<file path="src/rtl/crypto_instr_pkg.sv">
// crypto_instr_pkg: shared constants and types for the crypto instruction unit
package crypto_instr_pkg;
  localparam int SHA512_ROUNDS    = 80;
  localparam int SHA512_BLK_WORDS = 16;
  typedef enum logic [1:0] {LOAD, EMIT, DONE} sha512_sched_state_t;
endpackage

</file>
<file path="src/rtl/crypto_sha512_msg_sched_if.sv">
// crypto_sha512_msg_sched_if: message-in / schedule-out handshake bundle
interface crypto_sha512_msg_sched_if;
  logic        msg_valid_i;
  logic        msg_ready_o;
  logic [63:0] msg_word_i;
  logic        w_valid_o;
  logic        w_ready_i;
  logic [63:0] w_word_o;
  logic [6:0]  w_idx_o;
  modport slave (input msg_valid_i, msg_word_i, w_ready_i, output msg_ready_o, w_valid_o, w_word_o, w_idx_o);
  modport master (output msg_valid_i, msg_word_i, w_ready_i, input msg_ready_o, w_valid_o, w_word_o, w_idx_o);
endinterface

</file>
<file path="src/rtl/crypto_sha512_sigma.sv">
// crypto_sha512_sigma: SHA-512 small sigma functions, sig0 on x0_i and sig1 on x1_i
module crypto_sha512_sigma (
  input  logic [63:0] x0_i,
  input  logic [63:0] x1_i,
  output logic [63:0] sig0_o,
  output logic [63:0] sig1_o
);
  assign sig0_o = {x0_i[0], x0_i[63:1]} ^ {x0_i[7:0], x0_i[63:8]} ^ (x0_i >> 7);
  assign sig1_o = {x1_i[18:0], x1_i[63:19]} ^ {x1_i[60:0], x1_i[63:61]} ^ (x1_i >> 6);
endmodule

</file>
<file path="src/rtl/crypto_sha512_msg_sched.sv">
// crypto_sha512_msg_sched: expands a 16-word block into the 80 SHA-512 schedule words
module crypto_sha512_msg_sched
  import crypto_instr_pkg::*;
#(
  parameter int NUM_ROUNDS = SHA512_ROUNDS,
  parameter int BLK_WORDS  = SHA512_BLK_WORDS
) (
  input  logic                             clk_i,
  input  logic                             rst_ni,
  input  logic                             flush_i,
  crypto_sha512_msg_sched_if.slave         bus,
  output logic                             busy_o,
  output logic                             done_o
);
  sha512_sched_state_t state_q, state_d;
  logic [3:0]  lcnt_q, lcnt_d;
  logic [6:0]  t_q, t_d;
  logic [63:0] wbuf_q [BLK_WORDS];
  logic        msg_hs, w_hs, last_load, last_round, early;
  logic [3:0]  ti;
  logic [63:0] sig0, sig1, w_calc, w_cur;

  assign ti         = t_q[3:0];
  assign msg_hs     = bus.msg_valid_i & bus.msg_ready_o;
  assign w_hs       = bus.w_valid_o & bus.w_ready_i;
  assign last_load  = msg_hs && lcnt_q == 4'(BLK_WORDS - 1);
  assign last_round = w_hs && t_q == 7'(NUM_ROUNDS - 1);
  assign early      = t_q < 7'(BLK_WORDS);

  // the circular buffer holds W[t-16..t-1], so slot t&15 is W[t-16] until overwritten
  crypto_sha512_sigma u_sigma (
    .x0_i   (wbuf_q[ti + 4'd1]),
    .x1_i   (wbuf_q[ti + 4'd14]),
    .sig0_o (sig0),
    .sig1_o (sig1)
  );

  assign w_calc = sig1 + wbuf_q[ti + 4'd9] + sig0 + wbuf_q[ti];
  assign w_cur  = early ? wbuf_q[ti] : w_calc;

  always_ff @(posedge clk_i) begin
    if (!rst_ni) state_q <= LOAD;
    else         state_q <= state_d;
  end

  always_comb begin
    state_d = flush_i             ? LOAD :
              state_q == LOAD     ? (last_load ? EMIT : LOAD) :
              state_q == EMIT     ? (last_round ? DONE : EMIT) :
                                    LOAD;
  end

  always_comb begin
    bus.msg_ready_o = state_q == LOAD;
    bus.w_valid_o   = state_q == EMIT;
    bus.w_word_o    = state_q == EMIT ? w_cur : '0;
    bus.w_idx_o     = state_q == EMIT ? t_q : '0;
    busy_o          = !(state_q == LOAD && lcnt_q == 4'd0);
    done_o          = state_q == DONE;
  end

  always_comb begin
    lcnt_d = flush_i ? 4'd0 : msg_hs ? lcnt_q + 4'd1 : lcnt_q;
    t_d    = flush_i ? 7'd0 : w_hs ? (last_round ? 7'd0 : t_q + 7'd1) : t_q;
  end

  always_ff @(posedge clk_i) begin
    if (!rst_ni) begin
      lcnt_q <= '0;
      t_q    <= '0;
    end else begin
      lcnt_q <= lcnt_d;
      t_q    <= t_d;
    end
  end

  always_ff @(posedge clk_i) begin
    if (rst_ni && !flush_i) begin
      if (msg_hs)                wbuf_q[lcnt_q] <= bus.msg_word_i;
      else if (w_hs && !early)   wbuf_q[ti] <= w_calc;
    end
  end
endmodule
</file>
<file path="src/flat_wrapper.sv">
// flat-port wrapper written by rule: the top's interface ports become plain ports
module crypto_sha512_msg_sched_flat import crypto_instr_pkg::*;
#(
  parameter int NUM_ROUNDS = SHA512_ROUNDS,
  parameter int BLK_WORDS  = SHA512_BLK_WORDS
)
  (clk_i, rst_ni, flush_i, busy_o, done_o, bus_msg_valid_i, bus_msg_word_i, bus_w_ready_i, bus_msg_ready_o, bus_w_valid_o, bus_w_word_o, bus_w_idx_o);
  crypto_sha512_msg_sched_if bus_i ();
  input  logic clk_i;
  input  logic rst_ni;
  input  logic flush_i;
  output logic busy_o;
  output logic done_o;
  input wire logic [$bits(bus_i.msg_valid_i)-1:0] bus_msg_valid_i;
  input wire logic [$bits(bus_i.msg_word_i)-1:0] bus_msg_word_i;
  input wire logic [$bits(bus_i.w_ready_i)-1:0] bus_w_ready_i;
  output wire logic [$bits(bus_i.msg_ready_o)-1:0] bus_msg_ready_o;
  output wire logic [$bits(bus_i.w_valid_o)-1:0] bus_w_valid_o;
  output wire logic [$bits(bus_i.w_word_o)-1:0] bus_w_word_o;
  output wire logic [$bits(bus_i.w_idx_o)-1:0] bus_w_idx_o;
  assign bus_i.msg_valid_i = bus_msg_valid_i;
  assign bus_i.msg_word_i = bus_msg_word_i;
  assign bus_i.w_ready_i = bus_w_ready_i;
  assign bus_msg_ready_o = bus_i.msg_ready_o;
  assign bus_w_valid_o = bus_i.w_valid_o;
  assign bus_w_word_o = bus_i.w_word_o;
  assign bus_w_idx_o = bus_i.w_idx_o;
  crypto_sha512_msg_sched #(.NUM_ROUNDS(NUM_ROUNDS), .BLK_WORDS(BLK_WORDS)) u_core (.clk_i(clk_i), .rst_ni(rst_ni), .flush_i(flush_i), .bus(bus_i), .busy_o(busy_o), .done_o(done_o));
endmodule
</file>
<file path="config.mk">
export PLATFORM = sky130hd
export DESIGN_NAME = crypto_sha512_msg_sched_flat
export DESIGN_NICKNAME = d
export VERILOG_FILES = /design/src/rtl/crypto_instr_pkg.sv /design/src/rtl/crypto_sha512_msg_sched_if.sv /design/src/rtl/crypto_sha512_sigma.sv /design/src/rtl/crypto_sha512_msg_sched.sv /design/src/flat_wrapper.sv
export SDC_FILE = /design/constraint.sdc
export NUM_CORES = 2
export LEC_CHECK = 0
export ABC_CLOCK_PERIOD_IN_PS = 8950
export CORE_MARGIN = 2
export CORE_UTILIZATION = 45
export CTS_BUF_LIST = sky130_fd_sc_hd__clkbuf_2 sky130_fd_sc_hd__clkbuf_4 sky130_fd_sc_hd__clkbuf_8
export CTS_CLUSTER_DIAMETER = 120
export CTS_CLUSTER_SIZE = 20
export DETAILED_ROUTE_END_ITERATION = 12
export GPL_TIMING_DRIVEN = 0
export MAX_ROUTING_LAYER = met4
export SYNTH_ARGS = -nofsm -noshare
export SYNTH_HDL_FRONTEND = slang
export SYNTH_SLANG_ARGS = --single-unit
</file>
<file path="constraint.sdc">
create_clock -name clk_i -period 8.95 [get_ports clk_i]
set_clock_uncertainty 0.2 [all_clocks]
set_input_delay 1.79 -clock clk_i [delete_from_list [all_inputs] [get_ports clk_i]]
set_output_delay 1.79 -clock clk_i [all_outputs]
set_load 0.005 [all_outputs]
</file>
==> metrics.md <==
| Metric | Value |
|---|---|
| Run status | `complete, but fails checks` |
| Failing checks | `max-capacitance violations, max-slew violations, negative setup slack` |
| DP Area | `72,400 sq um` |
| GR Util met3 | `16.4%` |
| Worst setup margin | `-1.35 ns` |
| Final Hold Vio Count | `0` |
| Slowest-stage cell, CP | `mux4_2` |
| Fin util | `53.4%` |
| Remaining DRCs | `0` |
| H-Tree Depth | `2` |
| Largest net degree at the start of global routing | `22` |
| R2R setup slack | `0.62 ns` |
| Endpoints failing setup | `58` |
| RePlAce Congestion | `0.988` |
| Starting density of the core | `45.3%` |
| Synthesis Warnings | `0` |
| WL/cell | `47.7 um` |
| Initial DRC count | `9,539` |
| CTS tree | `yes` |
| Vias in the first global route | `45.4k` |
| Slew headroom | `-7.29%` |
| Met1 GRT Util | `51.5%` |
| R2r startpoint | `u_core.t_q[1]` |
| Hold path depth | `2` |
| Sink Count | `1,041` |
| Post-synth EDFFs | `1,024` |
| Die X | `390 um` |
| Share of the synthesized area in the top cell type | `46.0%` |
| Clk pin slew, worst setup/hold paths | `0.14 ns` |
| CTS buffer count | `59` |
| Seq cells post-synth | `1,041` |
| Worst EP required | `6.96 ns` |
| Gr ovfl total | `0` |
| Hold Crit Start | `u_core.t_q[6]` |
| Total power | `0.00844 W` |
| Primary FF master, synth | `edfxtp_1` |
| LEAKAGE | `25.5 nW` |
| HP Class | `reg -> reg` |
| Peak supply drop | `0.000124 V` |
| Setup TNS | `-50.74 ns` |
| Worst Reg-to-Reg Cells | `31` |
| Reg2Reg Capture Point | `u_core.wbuf_q[9][56]` |
| Post-synth top area cell | `edfxtp_1` |
| Slew Viols, Final | `33` |
| DIE HEIGHT | `390 um` |
| Hpwl dp | `215,000 um` |
| Area grow syn2layout | `17.8%` |
| Slew at the pin with the worst max-slew slack | `1.61 ns` |
| Row count | `141` |
| Min Tclk post-route | `10.30 ns` |
| Vias per inst | `7.61` |
| Synth Area per Inst | `16.8 sq um` |
| CP peak stage delay | `0.51 ns` |
| CP Launch Type | `flip-flop` |
| Synthesized instance count | `3,989` |
| Drt total wl | `306,000 um` |
| Die ar. | `152,000 sq um` |
| Period utilization | `115%` |
| RSZ-0062 raised after global routing | `true` |
| Met2 Use GR | `57.3%` |
| DR pass1 iterations | `6` |
| Synth unique cells | `69` |
| Achievable frequency | `97.1 MHz` |
| Core area | `148,000 sq um` |
| Share of layout cells above drive strength 1 | `45.3%` |
| Vias | `48.9k` |
| Cell area after layout | `78,800 sq um` |
| Max-Cap Viols | `3` |
| Crit path max fanout | `10` |
| Syn nets | `4,252` |
| Netlist Area Pre-Place | `66,900 sq um` |
| Ranking of synthesized cells by area | `edfxtp_1 (46%), mux4_2 (34%), fa_1 (3.8%)` |
| Worst path most repeated cell | `clkbuf_16` |
| DRT antenna net count | `0` |
| Gr busiest metal | `met2` |
| Worst Setup Path Type | `reg -> out` |
| Port Buffers | `143` |
| Hold EP | `u_core.t_q[6]` |
| Top-Level Pins | `144` |
| Hold-fix buffers, CTS | `0` |
| First-pass GRT wire length | `403,000 um` |
| Initial antenna violation count | `17` |
| Gr usage total | `41.3%` |
| Critical path capture point type | `output port` |
| CTS max path bufs | `3` |
| Worst-Skew Late Latency | `0.94 ns` |
| Crit path arrival time | `8.31 ns` |
| Dpl ws | `-5.82 ns` |
| Post-synth top cells | `edfxtp_1 (1,024), mux4_2 (1,019), nand2_1 (307), inv_1 (273), xnor2_1 (185)` |
| Async SR Flop Fraction | `0%` |
| Most common cell in the synthesized netlist | `edfxtp_1` |
| FILL cells | `11.8k` |
| Root buf cell | `clkbuf_8` |
| Sequential element share of the synthesized area | `46.5%` |
| Pwr dens | `107 nW/um^2` |
| Post-layout nets | `4,717` |
[routing by layer]
metal / up-vias / part of all wire [%]
li1: 17100 / -
met1: 25600 / 34
met2: 5122 / 43
met3: 1020 / 16
met4: 0 / 7.4
met5: - / 0
[cell type report]
type                    count  area (sq um)  share of cell area [%]
repair buffers            419          4660                    5.92
flip-flops and latches   1041         31100                    39.5
inverters                 273          1040                    1.32
multi-input cells        2381         36300                    46.1
diodes                     26          65.1                  0.0826
clock inverters             7          66.3                  0.0842
clock buffers              69           893                    1.13
well taps                1930          2410                    3.06
plain buffers             279          2220                    2.82
[how the worst max path moves through the flow]
stage                  start          endpoint  slack (ns)  depth (start not counted)
5_1_grt        u_core.t_q[1]  bus_w_word_o[52]       -1.31                         28
6_report       u_core.t_q[1]  bus_w_word_o[48]       -1.35                         29
3_5_place_dp   u_core.t_q[1]  bus_w_word_o[56]       -5.82                         26
2_1_floorplan  u_core.t_q[1]  bus_w_word_o[63]        0.12                         29
4_1_cts        u_core.t_q[1]  bus_w_word_o[52]       -1.14                         29
3_3_place_gp   u_core.t_q[1]  bus_w_word_o[61]       -6.20                         28
[what timing repair did]
| action | in CTS | in global routing |
|---|---|---|
| setup buffers | 128 | 77 |
| resized for setup | 788 | 322 |
| cloned | 3 | 1 |
| setup endpoints to repair | 1088 | 61 |
| pin swaps | 132 | 159 |
[worst max-delay path: cells and delay by family, from the launching register on]
kind                       cells  cell delay (ns)
AOI/OAI and AO/OA              4             0.90
muxes                          1             0.51
adders and majority gates      4             1.56
DFF                            1             0.39
buffers and inverters         13             2.32
and+or+nand+nor                4             0.96
xor gates and xnor gates       3             0.69
[flip-flops by register name, indices dropped and copies added (netlist names), named ones only]
signal / flops
u_core.lcnt_q: 4
u_core.t_q: 7
u_core.wbuf_q: 1024
u_core.state_q: 2
[through the flow]
stage	hold slack (ns)	cells
global placement	0.345	6062
finish	0.379	6425
CTS	0.379	6330
detailed placement	0.361	6133
global route	0.426	6414
floorplan	0.308	3989
[logic make-up after synthesis]
logic type | after synthesis | share of synthesized area, %
mux | 1037 | 34.6
buf+inv | 567 | 3.44
simple gates | 528 | 3.44
fa+ha+maj | 194 | 5.04
compound gates | 306 | 2.84
flops | 1041 | 46.5
xor+xnor | 316 | 4.15
[layout by cell type (no fill, tap or decap), types with 20 or more instances in the layout]
cell type / Yosys / routed
clkbuf_2: 2 / 58
buf_12: 0 / 94
buf_2: 111 / 91
a21oi_2: 2 / 43
buf_4: 4 / 180
xor2_1: 130 / 83
clkbuf_4: 0 / 45
clkdlybuf4s50_1: 0 / 84
o21ai_0: 54 / 26
inv_1: 273 / 267
a21oi_1: 119 / 58
nor2_1: 84 / 58
xnor2_2: 1 / 50
clkbuf_8: 0 / 66
xor2_2: 0 / 25
clkbuf_1: 132 / 33
a21oi_4: 0 / 20
edfxtp_1: 1024 / 1024
fa_1: 126 / 118
nor2_4: 0 / 21
diode_2: 0 / 26
xnor2_1: 185 / 125
xor2_4: 0 / 22
nand2_1: 307 / 283
buf_6: 2 / 62
ha_1: 68 / 44
a21o_1: 30 / 30
mux4_2: 1019 / 1019
[power breakdown]
part	internal, W	total (W)	switching, W
Combinational	0.000322	0.000766	0.000444
Clock	0.000659	0.00231	0.00165
Sequential	0.00536	0.00537	0.00000815
Note: power is estimated with default switching activity, not from simulation.
